### src/rtl/writeback_regfile_sp.sv
// Writeback stage: 8-entry register file with write-first bypass, stack pointer and
// program counter, plus the memory address select.
module writeback_regfile_sp #(
    parameter int unsigned         DATA_W   = 16,
    parameter logic [DATA_W-1:0]   SP_RESET = 16'hFFFF,
    parameter logic [DATA_W-1:0]   PC_RESET = 16'h0000
) (
    input  logic              CLK,
    input  logic              RESET_N,
    input  logic              HOLD_IN,
    input  logic [2:0]        writeAd_IN,
    input  logic              write_IN,
    input  logic              PC_load_IN,
    input  logic              SPR_w_IN,
    input  logic              SPR_i_IN,
    input  logic              SPR_d_IN,
    input  logic              ADR_MUX_IN,
    input  logic [DATA_W-1:0] DATA_IN,
    input  logic [2:0]        rdAdA_IN,
    input  logic [2:0]        rdAdB_IN,
    output logic [DATA_W-1:0] rdA_OUT,
    output logic [DATA_W-1:0] rdB_OUT,
    output logic [DATA_W-1:0] SP_OUT,
    output logic [DATA_W-1:0] PC_OUT,
    output logic [DATA_W-1:0] ADDR_OUT
);

    localparam logic [DATA_W-1:0] One = DATA_W'(1);

    logic [DATA_W-1:0] regs_q [8];
    logic [DATA_W-1:0] sp_q, sp_d;
    logic [DATA_W-1:0] pc_q, pc_d;
    logic              wr_en;

    // A held cycle neither writes nor bypasses.
    assign wr_en = write_IN & ~HOLD_IN;

    always_comb begin
        rdA_OUT = regs_q[rdAdA_IN];
        rdB_OUT = regs_q[rdAdB_IN];
        if (wr_en && (rdAdA_IN == writeAd_IN)) begin
            rdA_OUT = DATA_IN;
        end
        if (wr_en && (rdAdB_IN == writeAd_IN)) begin
            rdB_OUT = DATA_IN;
        end
    end

    always_comb begin
        sp_d = sp_q;
        if (!HOLD_IN) begin
            if (SPR_w_IN) begin
                sp_d = DATA_IN;
            end else if (SPR_i_IN && !SPR_d_IN) begin
                sp_d = sp_q + One;
            end else if (SPR_d_IN && !SPR_i_IN) begin
                sp_d = sp_q - One;
            end
        end
    end

    always_comb begin
        pc_d = pc_q;
        if (!HOLD_IN) begin
            pc_d = PC_load_IN ? DATA_IN : pc_q + One;
        end
    end

    always_ff @(posedge CLK) begin
        if (!RESET_N) begin
            for (int i = 0; i < 8; i++) begin
                regs_q[i] <= '0;
            end
            sp_q <= SP_RESET;
            pc_q <= PC_RESET;
        end else begin
            if (wr_en) begin
                regs_q[writeAd_IN] <= DATA_IN;
            end
            sp_q <= sp_d;
            pc_q <= pc_d;
        end
    end

    assign SP_OUT   = sp_q;
    assign PC_OUT   = pc_q;
    // Address uses the pre-update SP so a push/pop addresses the current top.
    assign ADDR_OUT = ADR_MUX_IN ? sp_q : DATA_IN;

endmodule

### config.mk
export PLATFORM = sky130hd
export DESIGN_NAME = writeback_regfile_sp
export DESIGN_NICKNAME = d
export VERILOG_FILES = /design/src/rtl/writeback_regfile_sp.sv
export SDC_FILE = /design/constraint.sdc
export NUM_CORES = 1
export LEC_CHECK = 0
export ABC_AREA = 0
export BUFFER_PORTS_ARGS = -buffer_cell sky130_fd_sc_hd__buf_2
export CELL_PAD_IN_SITES_DETAIL_PLACEMENT = 2
export CELL_PAD_IN_SITES_GLOBAL_PLACEMENT = 2
export CORE_MARGIN = 4
export CORE_UTILIZATION = 43
export DETAILED_ROUTE_END_ITERATION = 12
export GPL_TIMING_DRIVEN = 0
export PLACE_DENSITY_LB_ADDON = 0.1
export SLEW_MARGIN = 5
export SYNTH_ARGS = -nofsm -noshare
export SYNTH_HDL_FRONTEND = slang
export SYNTH_SLANG_ARGS = --single-unit
### constraint.sdc
create_clock -name CLK -period 5.2 [get_ports CLK]
set_clock_uncertainty 0.2 [all_clocks]
set_input_delay 1.04 -clock CLK [delete_from_list [all_inputs] [get_ports CLK]]
set_output_delay 1.04 -clock CLK [all_outputs]
set_load 0.05 [all_outputs]
==> reports/qor.txt <==
worst vdd ir: 234 µV
syn nets: 901
met2 usage: 56.1%
worst r2r path cells: 8
max-cap viol count: 0
largest area contributor in the netlist: edfxtp_1
GRT overflow: 0
crit share post-route: 93.4%
starting density of the core: 44.1%
Via-to-Cell Ratio: 6.31
gr busiest metal: met2
Vias: 8,023
YS warnings: 0
Register Area: 4480 µm²
Setup WS post-layout: 342 ps
Synth async-reset ratio: 0%
critical path fanouts, max: 10
Placed Instance Area: 10,700 µm²
CP Class: in2out
TNS Setup: 0 ps
Final Hold Violating Endpoints: 0
initial antenna violation count: 2
detailed placement HPWL: 27,300 µm
Cells after DPL: 1,239
initial DRC count: 704
final non-filler cell total: 1,271
post-route cell area: 11,300 µm²
top-count cell post-synth: edfxtp_1
layout cells sized above 1: 25.6%
synth unique cells: 58
CTS Buf Count: 17
Post-synth EDFFs: 128
WP data required: 3960 ps
Final min period: 4860 ps
multi-input logic area: 4900 µm²
Slew Viols, Final: 0
Slew headroom: 16.4%
depth of the worst hold-timing path: 2
WL/cell: 30.7 µm
synthesized flop and latch total: 160
worst min path class: reg2reg
core area: 22,000 µm²
Final ANT Viol Nets: 0
drt first pass iters: 5
instance count of the mapped netlist: 849
worst path arrival time: 3620 ps
PortBufs: 104
FILL cells: 2,197
clk sinks: 160
first-pass GRT wire length: 57,700 µm
RSZ-0062 raised after global routing: false
Hold Buf Count CTS: 0
Mean Syn Cell Area: 11.5 µm²
synthesized cell area: 9720 µm²
chip width: 158 µm
die height: 158 µm
Max Clk Rate: 206 MHz
Final setup viols: 0
Top FF cell, synth: edfxtp_1
GPL Wtd Cong: 0.866
CP endpoint kind: output pin
post-CTS setup repair buffer count: 0
Worst setup SP type: input pin
I/O pins: 114
Worst R2R Start: SP_OUT[0]
site row count: 54
ANT cells: 0
hold_sp: PC_OUT[11]
root buffer cell: clkbuf_16
Min Hold Slack: 335 ps
DRC Markers: 0
Yosys top cell area share: 39.5%
post-CTS sizing: 0
Post-synth top cells: edfxtp_1, and2_1, mux4_2, o21ai_0, nand2_1
Total Wirelength: 39,100 µm
via count of the first global-routing pass: 8,936
Pwr Density: 332 nW/µm²
Area Overhead vs Synth: 16.2%
Clock Tree Buf Depth: 2
worst-skew pair later-pin latency: 450 ps
Worst Max-Slew Pin Slew: 1250 ps
CTS tree: built
P_leak: 4.15 nW
H-Tree Depth: 4
status: finished, final reports clean
pin count of the biggest net entering global routing: 18
Total GRT Usage: 31.7%
clock slew at reported path FFs: 60 ps
synth top area cells: edfxtp_1, mux4_2, and2_1
GR Util met1: 38.8%
Pwr Total: 3.75 mW
start point of the critical path: writeAd_IN[2]
pre-CTS setup slack: 454 ps
die area: 25,100 µm²
post-route core utilization: 51.3%
Reg2Reg Setup Slack: 2660 ps
routing usage on met3: 5.93%
Seq/Total Area, Yosys: 46.1%
Nets: 1,030
[layer usage]
layer,up-vias,routed length [µm],share of wire (%)
li1,3447,-,-
met3,87,2310,5.9
met2,325,20200,52
met4,4,1310,3.4
met1,4160,15300,39
met5,-,24,0.061
[area by class of cell]
| class | instances | share of cell area, % |
|---|---|---|
| multi-input combinational | 599 | 43.3 |
| sequential | 160 | 39.7 |
| timing repair buffer | 110 | 5.34 |
| clock buffer | 22 | 4.11 |
| tap | 280 | 3.10 |
| buffer | 78 | 2.82 |
| clock inverter | 10 | 1.21 |
| inverter | 12 | 0.399 |
[final timing paths]
| check | end |
|---|---|
| worst max-delay path | rdB_OUT[8] |
| worst min-delay path | PC_OUT[11] |
| worst max register to register | SP_OUT[14] |
| worst min register to register | PC_OUT[11] |
[sequential cells by signal (all words and copies together), names as in the netlist]
register and cells:
regs_q 128, SP_OUT 16, PC_OUT 16
[cells by family (layout without fill, tap and decap cells)]
group           Yosys count  count (layout)  share of synthesized area (%)
simple gates            290             290                           16.3
flops                   160             160                           46.1
compound gates          159             159                           9.74
mux                     114             114                           20.1
buf+inv                  90             232                           3.74
fa+ha+maj                18              18                           2.39
xor+xnor                 18              18                           1.62
[where the power goes]
group	internal [mW]	switching (mW)	leakage, nW
logic	0.272	0.618	2.37
clock network	0.780	0.552	0.298
registers	1.46	0.0646	1.48
total	2.51	1.24	4.15
[placed cells by master (no fill, tap or decap), drive strengths merged, types with 5 or more instances in the layout]
| cell type | n |
|---|---|
| buf | 133 |
| edfxtp | 128 |
| and2 | 107 |
| clkbuf | 77 |
| o21ai | 67 |
| mux4 | 64 |
| nand2 | 60 |
| nor2 | 41 |
| a21oi | 41 |
| mux2i | 37 |
| dfxtp | 32 |
| nor3 | 24 |
| ha | 17 |
| mux2 | 13 |
| xor2 | 13 |
| o211ai | 11 |
| inv | 10 |
| nand3 | 10 |
| nor4 | 9 |
| clkinv | 9 |
| nand2b | 8 |
| and3 | 7 |
| or2 | 7 |
| a31oi | 6 |
| xnor2 | 5 |
| nand4 | 5 |
[worst max-delay path, cell delays in order]
cell	delay, ps
buf_2	120
buf_2	270
xor2_1	130
nor4_2	610
clkbuf_1	730
o21ai_0	400
buf_2	320
Note: power is estimated with default switching activity, not from simulation.
